--- src/rtl/lcd_show_char_if.sv ---
// Pixel write stream from the glyph renderer to the LCD write engine.
// One pixel is transferred on each cycle where pix_valid and pix_ready are both high.
interface lcd_show_char_if;
  logic        pix_valid;
  logic        pix_ready;
  logic [8:0]  pix_x;
  logic [8:0]  pix_y;
  logic [15:0] pix_color;

  modport master (output pix_valid, pix_x, pix_y, pix_color, input pix_ready);
  modport slave  (input pix_valid, pix_x, pix_y, pix_color, output pix_ready);
endinterface

--- src/rtl/lcd_show_char.sv ---
// Glyph renderer. It latches one character request and fetches each glyph
// row from a synchronous font ROM. Each row is then streamed to the LCD one
// pixel at a time, MSB of the row byte first.
module lcd_show_char #(
  parameter logic [15:0] FG_COLOR    = 16'hFFFF,
  parameter logic [15:0] BG_COLOR    = 16'h0000,
  parameter int          FONT16_BASE = 1140
) (
  input  logic              sys_clk,
  input  logic              sys_rst_n,
  input  logic              show_char_flag,
  input  logic [6:0]        ascii_num,
  input  logic [8:0]        start_x,
  input  logic [8:0]        start_y,
  input  logic              en_size,
  output logic              rom_rd_en,
  output logic [11:0]       rom_addr,
  input  logic [7:0]        rom_data,
  lcd_show_char_if.master   pix,
  output logic              show_char_done,
  output logic              busy
);

  typedef enum logic [2:0] {IDLE, RD, WAIT, PIX, DONE} state_t;

  typedef struct packed {
    logic [6:0] idx;
    logic [8:0] x0;
    logic [8:0] y0;
    logic       big;   // 1: 16x8 glyph, 0: 12x6 glyph
  } char_req_t;

  state_t     state;
  char_req_t  req;
  logic [3:0] row;
  logic [2:0] col;
  logic [7:0] shreg;

  logic [2:0]  last_col;
  logic [3:0]  last_row;
  logic [11:0] addr12;
  logic [11:0] addr16;

  assign last_col = req.big ? 3'd7  : 3'd5;
  assign last_row = req.big ? 4'd15 : 4'd11;

  // idx*12 = idx*8 + idx*4; idx*16 is a plain shift
  assign addr12 = {2'b00, req.idx, 3'b000} + {3'b000, req.idx, 2'b00} + {8'h00, row};
  assign addr16 = 12'(FONT16_BASE) + {1'b0, req.idx, 4'b0000} + {8'h00, row};

  // Outputs decode the state register; data outputs are forced to 0 outside their state
  assign rom_rd_en      = (state == RD);
  assign rom_addr       = (state == RD) ? (req.big ? addr16 : addr12) : 12'h000;
  assign pix.pix_valid  = (state == PIX);
  assign pix.pix_x      = (state == PIX) ? req.x0 + {6'b000000, col} : 9'h000;
  assign pix.pix_y      = (state == PIX) ? req.y0 + {5'b00000, row} : 9'h000;
  assign pix.pix_color  = (state == PIX) ? (shreg[7] ? FG_COLOR : BG_COLOR) : 16'h0000;
  assign show_char_done = (state == DONE);
  assign busy           = (state != IDLE);

  // Control FSM: row fetch, per-pixel handshake and row/column sequencing
  always_ff @(posedge sys_clk or negedge sys_rst_n) begin
    if (!sys_rst_n) begin
      state <= IDLE;
      req   <= '0;
      row   <= 4'd0;
      col   <= 3'd0;
      shreg <= 8'h00;
    end else begin
      case (state)
        IDLE: begin
          if (show_char_flag) begin
            // Out-of-table glyph indices fall back to the space glyph
            req.idx <= (ascii_num > 7'd94) ? 7'd0 : ascii_num;
            req.x0  <= start_x;
            req.y0  <= start_y;
            req.big <= en_size;
            row     <= 4'd0;
            col     <= 3'd0;
            state   <= RD;
          end
        end
        RD: state <= WAIT;
        WAIT: begin
          shreg <= rom_data;
          col   <= 3'd0;
          state <= PIX;
        end
        PIX: begin
          if (pix.pix_ready) begin
            shreg <= {shreg[6:0], 1'b0};
            if (col == last_col) begin
              col <= 3'd0;
              if (row == last_row) begin
                state <= DONE;
              end else begin
                row   <= row + 4'd1;
                state <= RD;
              end
            end else begin
              col <= col + 3'd1;
            end
          end
        end
        DONE:    state <= IDLE;
        default: state <= IDLE;
      endcase
    end
  end

endmodule

--- src/flat_wrapper.sv ---
// flat-port wrapper written by rule: the top's interface ports become plain ports
module lcd_show_char_flat 
#(
  parameter logic [15:0] FG_COLOR    = 16'hFFFF,
  parameter logic [15:0] BG_COLOR    = 16'h0000,
  parameter int          FONT16_BASE = 1140
)
  (sys_clk, sys_rst_n, show_char_flag, ascii_num, start_x, start_y, en_size, rom_rd_en, rom_addr, rom_data, show_char_done, busy, pix_pix_valid, pix_pix_x, pix_pix_y, pix_pix_color, pix_pix_ready);
  lcd_show_char_if pix_i ();
  input  logic sys_clk;
  input  logic sys_rst_n;
  input  logic show_char_flag;
  input  logic [6:0] ascii_num;
  input  logic [8:0] start_x;
  input  logic [8:0] start_y;
  input  logic en_size;
  output logic rom_rd_en;
  output logic [11:0] rom_addr;
  input  logic [7:0] rom_data;
  output logic show_char_done;
  output logic busy;
  output wire logic [$bits(pix_i.pix_valid)-1:0] pix_pix_valid;
  output wire logic [$bits(pix_i.pix_x)-1:0] pix_pix_x;
  output wire logic [$bits(pix_i.pix_y)-1:0] pix_pix_y;
  output wire logic [$bits(pix_i.pix_color)-1:0] pix_pix_color;
  input wire logic [$bits(pix_i.pix_ready)-1:0] pix_pix_ready;
  assign pix_pix_valid = pix_i.pix_valid;
  assign pix_pix_x = pix_i.pix_x;
  assign pix_pix_y = pix_i.pix_y;
  assign pix_pix_color = pix_i.pix_color;
  assign pix_i.pix_ready = pix_pix_ready;
  lcd_show_char #(.FG_COLOR(FG_COLOR), .BG_COLOR(BG_COLOR), .FONT16_BASE(FONT16_BASE)) u_core (.sys_clk(sys_clk), .sys_rst_n(sys_rst_n), .show_char_flag(show_char_flag), .ascii_num(ascii_num), .start_x(start_x), .start_y(start_y), .en_size(en_size), .rom_rd_en(rom_rd_en), .rom_addr(rom_addr), .rom_data(rom_data), .pix(pix_i), .show_char_done(show_char_done), .busy(busy));
endmodule
--- config.mk ---
export PLATFORM = sky130hd
export DESIGN_NAME = lcd_show_char_flat
export DESIGN_NICKNAME = d
export VERILOG_FILES = /design/src/rtl/lcd_show_char_if.sv /design/src/rtl/lcd_show_char.sv /design/src/flat_wrapper.sv
export SDC_FILE = /design/constraint.sdc
export NUM_CORES = 1
export LEC_CHECK = 0
export CAP_MARGIN = 15
export CORE_MARGIN = 3
export CORE_UTILIZATION = 40
export CTS_CLUSTER_DIAMETER = 200
export CTS_CLUSTER_SIZE = 24
export DETAILED_ROUTE_END_ITERATION = 6
export PLACE_DENSITY = 0.71
export SYNTH_ARGS = -nofsm -noshare
export SYNTH_HDL_FRONTEND = slang
export SYNTH_SLANG_ARGS = --single-unit
--- constraint.sdc ---
create_clock -name sys_clk -period 2.9 [get_ports sys_clk]
set_input_delay 0.29 -clock sys_clk [delete_from_list [all_inputs] [get_ports sys_clk]]
set_output_delay 0.29 -clock sys_clk [all_outputs]
set_load 0.02 [all_outputs]
# Yosys cells after proc, flatten, opt, wreduce, memory -nomap -nowiden

Cells that the tools add are included.

$add $sub $neg: 8
Reduce and logical (&&, ||, !) cells: 10
Mux-type cells: 25
Eq/ne operators: 10
Magnitude comparators: 1

Operator list:

| cell                                                   | number |
|---|---|
| two-way mux 16 bit                                     | 2 |
| adder 12 x 4 -> 12 bit                                 | 2 |
| two-way mux 12 bit                                     | 2 |
| two-way mux 3 bit                                      | 8 |
| two-way mux 9 bit                                      | 2 |
| two-way mux 4 bit                                      | 4 |
| case mux 8 bit (2 select lines)                        | 1 |
| adder 11 x 11 -> 12 bit (first input constant)         | 1 |
| case mux 3 bit (4 select lines)                        | 1 |
| adder 10 x 9 -> 11 bit                                 | 1 |
| adder 9 x 3 -> 9 bit                                   | 1 |
| adder 9 x 4 -> 9 bit                                   | 1 |
| case mux 3 bit (3 select lines)                        | 1 |
| two-way mux 8 bit                                      | 1 |
| case mux 4 bit (2 select lines)                        | 1 |
| greater-than comparator 7 bit (second input constant)  | 1 |
| two-way mux 7 bit                                      | 1 |
| == test 3 x 2 -> 1 bit (second input constant)         | 2 |
| AND reduction 3 bit                                    | 2 |
| nonzero test 3 bit                                     | 2 |
| AND reduction 5 bit                                    | 1 |
| adder 4 x 1 -> 4 bit (second input constant)           | 1 |
| == test 4 bit                                          | 1 |
| inequality test 2 x 1 -> 1 bit (second input constant) | 2 |
| 9 further kinds                                        | 12 |

Bits of input ports: 38
Output and inout bits: 50
Word-level logic and storage cells: 62
Register bits: 44

# Longest topological paths before layout

Depth in word-level cells: 6
Gate-level depth with buffers: 9
Gate-level depth less buffers: 9

# Worst setup path after synthesis

No wires, ideal clock.

Path kind: flip-flop to output port
Start point: register u_core.req[20] (netlist name)
End point: output rom_addr[10]
Stages on the path, launching flop included: 10
Setup slack: 0.176 ns
Path buffers: 0
Arrival time: 2.434 ns
Cell sequence: dfrtp_1 > inv_1 > ha_1 > inv_1 > fa_1 > nand2b_1 > nor4_2 > and2_1 > a31oi_1 > a31oi_1

Word-level cells in the longest chain between the ends: 4
Elaborated cells between the ends (all ways): 6
Those cells by class: add/sub: 4; mux: 2

Ends and longest elaborated chain:

| item                                                              | RTL line                                 | text |
|---|---|---|
| start: declaration                                                | lcd_show_char.sv:34                      | `char_req_t req;` |
| adder 11 x 11 -> 12 bit or adder 10 x 9 -> 11 bit (tied branches) | lcd_show_char.sv:49, lcd_show_char.sv:48 |  |
| adder 12 x 4 -> 12 bit, on equally long branches                  | lcd_show_char.sv:49, lcd_show_char.sv:48 |  |
| two-way mux 12 bit (*) (2 in a row)                               | lcd_show_char.sv:53                      | `assign rom_addr = (state == RD) ? (req.big ? addr16 : addr12) : 12'h000;` |
| end: declaration                                                  | flat_wrapper.sv:18                       | `output logic [11:0] rom_addr;` |

Every way passes the cells marked *; elsewhere a longest branch is shown, timed or not.

# Worst setup path in the final report

Start point: register u_core.req[20] (netlist name)
End point: output rom_addr[9]

Same word-level chain as after synthesis.

==> metrics.txt <==
crit start category=flip-flop; CTS Root Cell=clkbuf_8; total routed wirelength=about 9000 um; Clock Latency Late Sink=about 0.3 ns; fill cell count=760; endpoints failing setup=2; vias=3272; Worst-Margin Slew=slightly below 1 ns; Initial DRC Count=around 160; Synth Warn #=0; WL/cell=between 10 and 15 um; Clock Sinks=44; Synth area leader=dfrtp_1; switching power=2.95 mW; GRT Overall Usage=0.181; Gate power share=0.731; Setup TNS=-0.0259 ns; Switching Share=0.485; Pint=3.14 mW; CTS Buf Count=5; Max Freq=roughly 340 MHz; cell area after layout=~4700 um2; initial core utilization=0.417; global route overflow=0; Rel. slew slack=0.340; Crit Path Class=flip-flop to output pin; Final Hold Fails=0; area share of the largest cell type after synthesis=0.317; cell count after synthesis=around 420; first-pass GRT wire length=15000 um; Primary FF master, synth=dfrtp_1; async set or reset register ratio after synthesis=1.00; Mean Syn Cell Area=around 8.3 um2; Post-Syn Nets=~490; Distinct cells, synth=58; P_leak=2.14 nW; vias per cell=5.32; placed cell count=603; Bufs on Longest Clock Path=2; Final Cycle Share=1.01; failing checks=setup timing; DRC viols=0; dpl hpwl=~6600 um; status=complete, but fails checks; min Tclk post-route=around 3 ns; CP Max Fanout=4; router iterations before antenna repair=4; RSZ-0062 raised after global routing=yes; crit path DAT=2.63 ns; pin count of the biggest net entering global routing=45; vias in the first global route=~3100; layout cells sized above 1=0.151; register area share after synthesis=0.317; die width=99.2 um; Placement Cell Area=~4400 um2; CTS tree=done; area growth from synthesis to layout=34.8%; Final Slew Violations=0; Pwr Density=roughly 1300 nW/um2; Flop pwr share=0.203; n_diodes=0; number of synthesized flops with an enable pin=0; IO buf count=between 80 and 90; VDD IR max=between 0.0006 and 0.0007 V; num rows=33; antenna violations before repair=0; Routed Antenna Nets=0; largest cells by area after synthesis=dfrtp_1 32%, ha_1 8.6%, nand2_1 8.4%; CTS Hold Bufs=0; clk slew on worst S/H paths=0.08 ns; die area=9840 um2; IO Count=88; synthesized flop and latch total=between 40 and 50; nets=around 580; die span in y=between 90 and 100 um; synthesized cell area=3480 um2; Clk pwr share=0.066; Non-Filler Instances=just over 600; HP Class=primary input to asynchronous set/reset pin; core area=about 8300 um2; GP Congestion=0.895; max-capacitance violation count=0; hold_ws=about 0.16 ns; crit end category=output pin; clock skew=between 0.005 and 0.006 ns; Critical Path RT=between 2 and 3 ns; worst setup margin=-0.0191 ns; H-Tree Depth=2
## worst max-delay path, stage by stage, from the launching register on
cell      delay, ns
dfrtp_1        0.41
ha_2           0.21
fa_2           0.58
buf_6          0.13
nand2_4        0.04
nor4_4         0.31
o211ai_1       0.17
xnor2_1        0.16
o21a_1         0.18
buf_6          0.13
## cells in the mapped netlist, types with 2 or more instances
cell type and n:
o31ai_1 3, nor3_1 10, buf_4 17, a31oi_1 6
nor3b_1 3, and3_1 9, o22ai_1 15, buf_2 4
ha_1 24, clkbuf_1 10, nand4_1 2, dfrtp_1 44
a21o_1 9, a22o_1 2, o21ai_0 17, a211oi_1 3
a211oi_2 2, a31o_2 2, fa_1 4, nor2_1 34
nand2_1 78, o41ai_1 2, nand3b_1 2, inv_1 18
xnor2_1 17, a21oi_1 24, or3_1 3, and2_1 4
nand2b_1 4, xor2_1 12, o21a_1 3, nor2b_1 4
nand3_1 5
## area by class of cell
| class | count | area [um2] | area share |
|---|---|---|---|
| inverters | 18 | 67.6 | 0.0144 |
| flip-flops and latches | 44 | 1100 | 0.235 |
| repair buffers | 114 | 1060 | 0.225 |
| clock buffers | 6 | 82.6 | 0.0176 |
| multi-input cells | 326 | 2240 | 0.477 |
| clock inverters | 2 | 10.0 | 0.00214 |
| well taps | 105 | 131 | 0.0280 |
## worst paths after layout
| path | start | end | slack, ns | depth (start not counted) |
|---|---|---|---|---|
| setup / recovery | u_core.req[20]$_DFFE_PN0P_ | rom_addr[9] | -0.02 | 9 |
| hold / removal | sys_rst_n | u_core.req[5]$_DFFE_PN0P_ | 0.16 | 1 |
| setup reg to reg | u_core.state[2]$_DFFE_PN0P_ | u_core.row[2]$_DFFE_PN0P_ | 0.81 | 6 |
| hold reg to reg | u_core.req[10]$_DFFE_PN0P_ | u_core.req[10]$_DFFE_PN0P_ | 0.49 | 2 |
| max in group asynchronous | sys_rst_n | u_core.state[1]$_DFFE_PN0P_ | 2.14 | 1 |
| min in group sys_clk | u_core.req[10]$_DFFE_PN0P_ | u_core.req[10]$_DFFE_PN0P_ | 0.49 | 2 |
## routing by layer
layer | part of all wire | vias to the layer above | track usage
met4 | 0.0074 | 0 | 0.0263
met1 | 0.46 | 1552 | 0.250
li1 | - | 1609 | -
met5 | 0 | - | 0
met3 | 0.060 | 10 | 0.0330
met2 | 0.47 | 101 | 0.304
## logic make-up (layout without fill, tap and decap cells)
logic type / count (synthesis) / after routing / synth area share
flops: 44 / 44 / 0.317
mux: 2 / 2 / 0.00612
xor+xnor: 29 / 29 / 0.0731
buf+inv: 51 / 140 / 0.0770
simple gates: 166 / 166 / 0.227
fa+ha+maj: 28 / 28 / 0.109
compound gates: 101 / 101 / 0.191
## cell usage in the layout, fill, tap and decap left out, types with 3 or more instances in the layout
master and n:
a211oi_1 3, a21o_1 9, a21oi_1 23, a31oi_1 6
and2_1 3, and3_1 8, buf_4 29, buf_6 3
clkbuf_8 6, clkdlybuf4s50_1 69, dfrtp_1 44, dlygate4sd2_1 7
dlymetal6s2s_1 3, ha_1 20, ha_4 3, inv_1 15
inv_2 3, nand2_1 77, nand2b_1 3, nand3_1 5
nor2_1 34, nor2b_1 4, nor3_1 9, nor3b_1 3
o21a_1 3, o21ai_0 17, o22ai_1 15, o31ai_1 3
or3_1 3, xnor2_1 16, xor2_1 11
## stage by stage
stage / utilization / worst slack [ns] / total power, mW
after floorplan: - / 0.176 / 3.97
after CTS: 0.552 / 0.00571 / 5.95
after detailed placement: 0.533 / -0.265 / 5.40
after global routing: 0.562 / -0.117 / 6.60
after global placement: 0.533 / -0.226 / 5.29
final: 0.562 / -0.0191 / 6.09
## what timing repair did
action                                 in CTS  in global routing
endpoints found under the hold margin       0                  0
pin swaps                                   7                 11
gates resized for setup                    43                 29
setup buffers                               4                  0
setup endpoints to repair                  14                 27
## sequential cells by signal, indices dropped and copies added, names as in the netlist
name / count
u_core.col: 3
u_core.req: 26
u_core.row: 4
u_core.shreg: 8
u_core.state: 3
## power groups by stage
| stage | sequential [mW] | combinational, mW | clock, mW |
|---|---|---|---|
| after CTS | 1.23 | 4.30 | 0.417 |
| after global routing | 1.28 | 4.89 | 0.431 |
| after floorplan | 1.14 | 2.83 | 0 |
| after global placement | 1.23 | 4.06 | 0 |
| after detailed placement | 1.25 | 4.15 | 0 |
| final | 1.24 | 4.45 | 0.402 |
(Power assumes the default switching activity.)
